[src/rtl/camera_timer_pkg.sv]
// Shared constants and types for the camera exposure timer slice.
package camera_timer_pkg;

    typedef enum logic {
        ST_IDLE  = 1'b0,
        ST_COUNT = 1'b1
    } state_t;

    localparam int unsigned EXP_TIME_W_DEF   = 5;
    localparam int unsigned EXP_PRESCALE_DEF = 1;

    // Prescale counter width: $clog2(PRESCALE+1), never less than one bit.
    function automatic int unsigned prescale_width(input int unsigned prescale);
        int unsigned w;
        w = $clog2(prescale + 1);
        return (w < 1) ? 1 : w;
    endfunction

endpackage

[src/rtl/tick_prescaler.sv]
// Divides the clock into exposure units: tick is high while running with the counter at zero.
module tick_prescaler
    import camera_timer_pkg::*;
#(
    parameter int unsigned PRESCALE = EXP_PRESCALE_DEF
) (
    input  logic clk,
    input  logic reset,
    input  logic load,
    input  logic run,
    output logic tick
);

    localparam int unsigned    CW     = prescale_width(PRESCALE);
    localparam logic [CW-1:0]  RELOAD = CW'(PRESCALE - 1);

    logic [CW-1:0] cnt;

    always_ff @(posedge clk) begin
        if (reset) begin
            cnt <= '0;
        end else if (load) begin
            cnt <= RELOAD;
        end else if (run) begin
            if (cnt == '0) begin
                cnt <= RELOAD;
            end else begin
                cnt <= cnt - CW'(1);
            end
        end
    end

    assign tick = run && (cnt == '0);

endmodule

[src/rtl/exposure_timer.sv]
// Exposure-duration timer: counts ex_time units of PRESCALE cycles, then pulses done and sets ovf.
// Optional retrigger of a running exposure: define EXPOSURE_TIMER_RETRIGGER_EN.
module exposure_timer
    import camera_timer_pkg::*;
#(
    parameter int unsigned TIME_W   = EXP_TIME_W_DEF,
    parameter int unsigned PRESCALE = EXP_PRESCALE_DEF
) (
    input  logic              clk,
    input  logic              reset,
    input  logic              start,
    input  logic              abort,
    input  logic [TIME_W-1:0] ex_time,
    output logic              busy,
    output logic [TIME_W-1:0] remaining,
    output logic              done,
    output logic              ovf
);

    state_t            state, state_n;
    logic [TIME_W-1:0] remaining_n;
    logic              done_n;
    logic              ovf_n;
    logic              load;
    logic              run;
    logic              tick;

    // Kept independent of abort/start so tick never feeds back into its own enable.
    assign run  = (state == ST_COUNT) && (remaining != '0);
    assign busy = (state == ST_COUNT);

    tick_prescaler #(
        .PRESCALE(PRESCALE)
    ) u_prescaler (
        .clk  (clk),
        .reset(reset),
        .load (load),
        .run  (run),
        .tick (tick)
    );

    always_ff @(posedge clk) begin
        if (reset) begin
            state     <= ST_IDLE;
            remaining <= '0;
            done      <= 1'b0;
            ovf       <= 1'b0;
        end else begin
            state     <= state_n;
            remaining <= remaining_n;
            done      <= done_n;
            ovf       <= ovf_n;
        end
    end

    always_comb begin
        state_n     = state;
        remaining_n = remaining;
        done_n      = 1'b0;
        ovf_n       = ovf;
        load        = 1'b0;
        unique case (state)
            ST_IDLE: begin
                if (start && !abort) begin
                    state_n     = ST_COUNT;
                    remaining_n = ex_time;
                    ovf_n       = 1'b0;
                    load        = 1'b1;
                end
            end
            ST_COUNT: begin
                if (abort) begin
                    state_n     = ST_IDLE;
                    remaining_n = '0;
`ifdef EXPOSURE_TIMER_RETRIGGER_EN
                end else if (start) begin
                    remaining_n = ex_time;
                    ovf_n       = 1'b0;
                    load        = 1'b1;
`endif
                end else if (remaining == '0) begin
                    state_n = ST_IDLE;
                    done_n  = 1'b1;
                    ovf_n   = 1'b1;
                end else if (tick) begin
                    remaining_n = remaining - TIME_W'(1);
                end
            end
            default: begin
                state_n = ST_IDLE;
            end
        endcase
    end

endmodule

[config.mk]
export PLATFORM = sky130hd
export DESIGN_NAME = exposure_timer
export DESIGN_NICKNAME = d
export VERILOG_FILES = /design/src/rtl/camera_timer_pkg.sv /design/src/rtl/tick_prescaler.sv /design/src/rtl/exposure_timer.sv
export SDC_FILE = /design/constraint.sdc
export NUM_CORES = 1
export LEC_CHECK = 0
export CAP_MARGIN = 30
export CORE_MARGIN = 2
export CORE_UTILIZATION = 37
export DETAILED_ROUTE_END_ITERATION = 8
export PLACE_DENSITY_LB_ADDON = 0.08
export SLEW_MARGIN = 40
export SYNTH_ARGS = -nofsm -noshare
export SYNTH_HDL_FRONTEND = slang
export SYNTH_SLANG_ARGS = --single-unit
[constraint.sdc]
create_clock -name clk -period 1.6 [get_ports clk]
set_input_delay 0.32 -clock clk [delete_from_list [all_inputs] [get_ports clk]]
set_output_delay 0.32 -clock clk [all_outputs]
set_load 0.05 [all_outputs]
# Yosys cells after proc, flatten, opt, wreduce, memory -nomap -nowiden
# Cells that the tools add are included.
# classes
eq_ne	5
mul	0
bitwise	2
shifts	0
div	0
reduce_logical	10
add_sub_neg	2
muxes	16
order_cmp	0
# ops
operator	n
two-way mux 5 bit	4
case mux 5 bit (2 select lines)	1
two-way mux 1 bit	9
AND reduction 3 bit	2
zero test 5 bit	1
nonzero test 5 bit	1
subtractor 5 x 1 -> 5 bit (second input constant)	1
inequality test 2 bit (second input constant)	2
case mux 1 bit (2 select lines)	2
logical AND 1 bit	3
inequality test 3 x 2 -> 1 bit (second input constant)	1
inequality test 3 bit (second input constant)	1
OR reduction 3 bit	1
inequality test 2 x 1 -> 1 bit (second input constant)	1
inverter 1 bit	2
OR reduction 2 bit	1
zero test 1 bit	1
subtractor 1 bit (second input constant)	1
# totals
latch_bits	0
inputBits	9
mem_bits_ro	0
ram_bits	0
output_inout_bits	8
regBits	9
n_memories	0

# Depth between registers and ports, before layout
# logic_depth
depth_word	7
mapped_depth	5

# Modules after synthesis
# From an unflattened synthesis, not the netlist that was laid out.
# unflattened
hier_cells	50
hier_area_um2	446.7
# by_module_without_submodules
mod	cells_per_inst	instances	seq_area_each_um2	area_each_um2
exposure_timer	49	1	160.2	439.2
tick_prescaler	1	1	0.0	7.5

# Least setup slack after synthesis
# OpenSTA, ideal clock, no wires.
# synth_timing
path_type	reg2reg
start	register remaining[0]
end	register remaining[0]
slack_ps	-361
n_path_buf	0
required_ps	1479
arrival_ps	1841
setup_ps	121
stages_incl_launch_ff	6
path_cell_list	dfxtp_1 -> inv_1 -> ha_1 -> nor4b_2 -> a2bb2oi_1 -> mux2_2
# synth_between
elab_chain_cells	5
elab_cells_between_ends	12
classes_between	add/sub: 1; eq/ne: 2; mux: 4; reduce/logical: 5
# synth_rtl
element	line	text
from (decl)	exposure_timer.sv:15	output logic [TIME_W-1:0] remaining,
from (signal assigned)	exposure_timer.sv:50	remaining <= remaining_n;
subtractor 5 x 1 -> 5 bit / nonzero test 5 bit (equally long branches)	exposure_timer.sv:86, exposure_timer.sv:29	
two-way mux 5 bit / logical AND 1 bit (equally long branches)	exposure_timer.sv:85, exposure_timer.sv:29	
two-way mux 5 bit / logical AND 1 bit (equally long branches)	exposure_timer.sv:81, tick_prescaler.sv:33	
two-way mux 5 bit / inequality test 3 x 2 -> 1 bit (equally long branches)	-	
case mux 5 bit (2 select lines) / AND reduction 3 bit (equally long branches)	-	
# Parallel ways exist; a longest one is shown, timed or not. The select of a mux whose other input is x is not followed.
# A chain may end at the register's enable or synchronous reset.

# Worst setup path after layout
# layout_timing
start	register remaining[1]
end	register remaining[3]
# The elaborated chain is that of the path after synthesis.

==> results_dict.tcl <==
set metrics [dict create \
    synth.net_count 63 \
    setup_violations 0 \
    path_class "flop to flop" \
    drc 0 \
    hold_path_end "ovf" \
    clock_sinks 8 \
    p_total_mw 0.6678 \
    syn_to_final_growth_pct 69.27 \
    die_x_um 40.04 \
    clkLatencyLatePin_ps 270 \
    hold_class "flop to flop" \
    crit_arrival_ps 1800 \
    yosysSeqAreaShare 0.3333 \
    antenna_found_initial 0 \
    yosys_warnings 0 \
    start_kind "flop" \
    vias 491 \
    clk_pin_slew_ps 70 \
    grt_use_total 0.1857 \
    synthDistinctLibCells 25 \
    syn_inst 53 \
    tightest_slew_ps 361.1 \
    fin_nets 93 \
    final-hold-violation-count 0 \
    ant_nets 0 \
    grt.met3_usage 0.07222 \
    crit_start "remaining[1]" \
    cts_tree "built" \
    routedWlPerCell_um 12.53 \
    required_ps 1810 \
    hpwl_um 864 \
    grt_pass1_vias 439 \
    overflow 0 \
    finClkSkew_ps 6.232 \
    rr_worst_depth 5 \
    final_layout_size_suffix_gt1_frac 0.4146 \
    die_h_um 40.04 \
    timing.max_cap.violations 0 \
    drtIter0Drc 7 \
    period_share 0.9950 \
    rrSetupSlack_ps 8 \
    first_pass_iters 3 \
    row_count 12 \
    grt_first_pass_wirelength_mm 1.856 \
    status "finished clean" \
    grt_max_degree 10 \
    slew_headroom 0.7560 \
    numPlacedInstances 90 \
    crit_path_end_kind "flop" \
    routabilityCongestion 0.7225 \
    synth.cell_area_um2 480.5 \
    power.leakage_nw 0.3467 \
    fillers 94 \
    preCtsSetupSlack_ps -149.2 \
    rr_endpoint "remaining[3]" \
    r2r-start "remaining[1]" \
    numPortBuffers 16 \
    slew_viol_final 0 \
    synth.largest_area_cell "dfxtp_1" \
    min_path_cells 2 \
    min_period_ps 1592 \
    avgSynthCellArea_um2 9.065 \
    instances_no_fill 96 \
    worst_slack_ps 7.984 \
    synth-seq-cells 8 \
    met2_usage 0.2903 \
    grtUsageMet1 0.2040 \
    wl_mm 1.203 \
    top_usage_layer "met2" \
    clock_path_buffers 2 \
    fmax_mhz 628.1 \
    numCtsBuffers 3 \
    ir_drop_mv 0.4228 \
    synthTopCellsByArea "dfxtp_1 (33%), a21oi_1 (6.3%), mux2_2 (4.7%)" \
    synth.top_cell.area_share 0.3333 \
    min_from "ovf" \
    via_per_inst 5.115 \
    h-tree-depth 1 \
    diodes 0 \
    start_util 0.4156 \
    path_max_fanout 4 \
    cts_root_buffer "clkbuf_4" \
    ioPinCount 17 \
    core-area_mm2 0.001156 \
    power_density_mw_per_mm2 821.1 \
    die-area_mm2 0.001603 \
]
where the power goes:
part	switching, mW	internal [mW]	total, mW
sequential	0.0214	0.211	0.232
clock	0.0883	0.0966	0.185
combinational	0.112	0.139	0.250
state kept, by name (all words and copies together) (netlist names):
register,count
done,1
remaining,5
ovf,1
busy,1
layout make-up:
| cell class | count | area [µm²] | share of cell area |
|---|---|---|---|
| Sequential cell | 8 | 167.7 | 0.2062 |
| Timing Repair Buffer | 27 | 272.8 | 0.3354 |
| Clock buffer | 4 | 26.28 | 0.03231 |
| Multi-Input combinational cell | 40 | 317.8 | 0.3908 |
| Tap cell | 14 | 17.52 | 0.02154 |
| Inverter | 3 | 11.26 | 0.01385 |
cell usage in the layout, fill, tap and decap left out, types with 2 or more instances in the layout:
cell type        count
dfxtp_4              2
nand2b_1             3
nor2_1               5
buf_12               4
nor2b_1              3
or3b_2               2
clkdlybuf4s50_1      8
nor3_1               2
mux2_2               2
a21oi_1              6
clkbuf_4             3
inv_1                3
dfxtp_1              6
nor3b_1              3
buf_4               15
o31ai_1              2
worst max-delay path, stage by stage (launching register included):
cell	delay [ps]
dfxtp_4	350
inv_1	80
ha_2	210
or4b_4	510
o22ai_2	190
o221a_1	200
metrics by stage:
step | instance area [µm²] | utilization | TNS [ps] | hold WS (ps)
global placement | 760.7 | 0.6580 | -293.3 | 509.2
global route | 813.3 | 0.7035 | -37.38 | 549.7
detailed placement | 760.7 | 0.6580 | -455.2 | 499.6
finish | 813.3 | 0.7035 | 0 | 511.7
CTS | 795.8 | 0.6883 | 0 | 514.6
floorplan | 494.2 | - | 0 | 537.7
cells by family (layout without fill, tap and decap cells):
group                    Yosys count  after routing  share of synthesized area
AO/OA/AOI/OAI                     14             14                     0.2161
multiplexers                       2              2                    0.04687
adder cells (fa/ha/maj)            1              1                    0.02604
buffers and inverters              5             34                    0.04165
flip-flops                         8              8                     0.3333
AND/OR/NAND/NOR                   22             22                     0.3177
XOR/XNOR                           1              1                    0.01823
worst max path at each step:
stage                              end  slack, ps  depth (start not counted)
after floorplan           remaining[0]         10                          3
after global placement    remaining[0]       -110                          4
after detailed placement  remaining[1]       -150                          4
after CTS                 remaining[3]          8                          5
after global routing      remaining[3]        -40                          5
final                     remaining[3]          8                          5
per-layer routing:
layer	vias up	share of wire
li1	255	-
met1	216	0.45
met2	16	0.46
met3	4	0.057
met4	0	0.027
met5	-	0
synth_stat cells:
library cell  n
dfxtp_1       8
nor3b_1       3
nand2b_1      3
inv_1         3
o221a_1       1
o22ai_2       1
nor2b_1       3
ha_1          1
or4_1         1
o221a_2       1
xor2_1        1
a211oi_1      1
mux2_2        2
buf_2         1
or3b_2        2
or4b_4        1
nor2_1        5
a21oi_1       6
nor4bb_1      1
a2bb2oi_1     1
nor4b_2       1
buf_1         1
o31ai_1       2
nor3_1        2
o21bai_1      1
repair_timing:
item / 4_1_cts / 5_1_grt
pin swaps: 0 / 1
setup buffers: 0 / 2
resized for setup: 1 / 1
hold buffers: 0 / 0
setup endpoints to repair: 1 / 1
(Power assumes the default switching activity.)
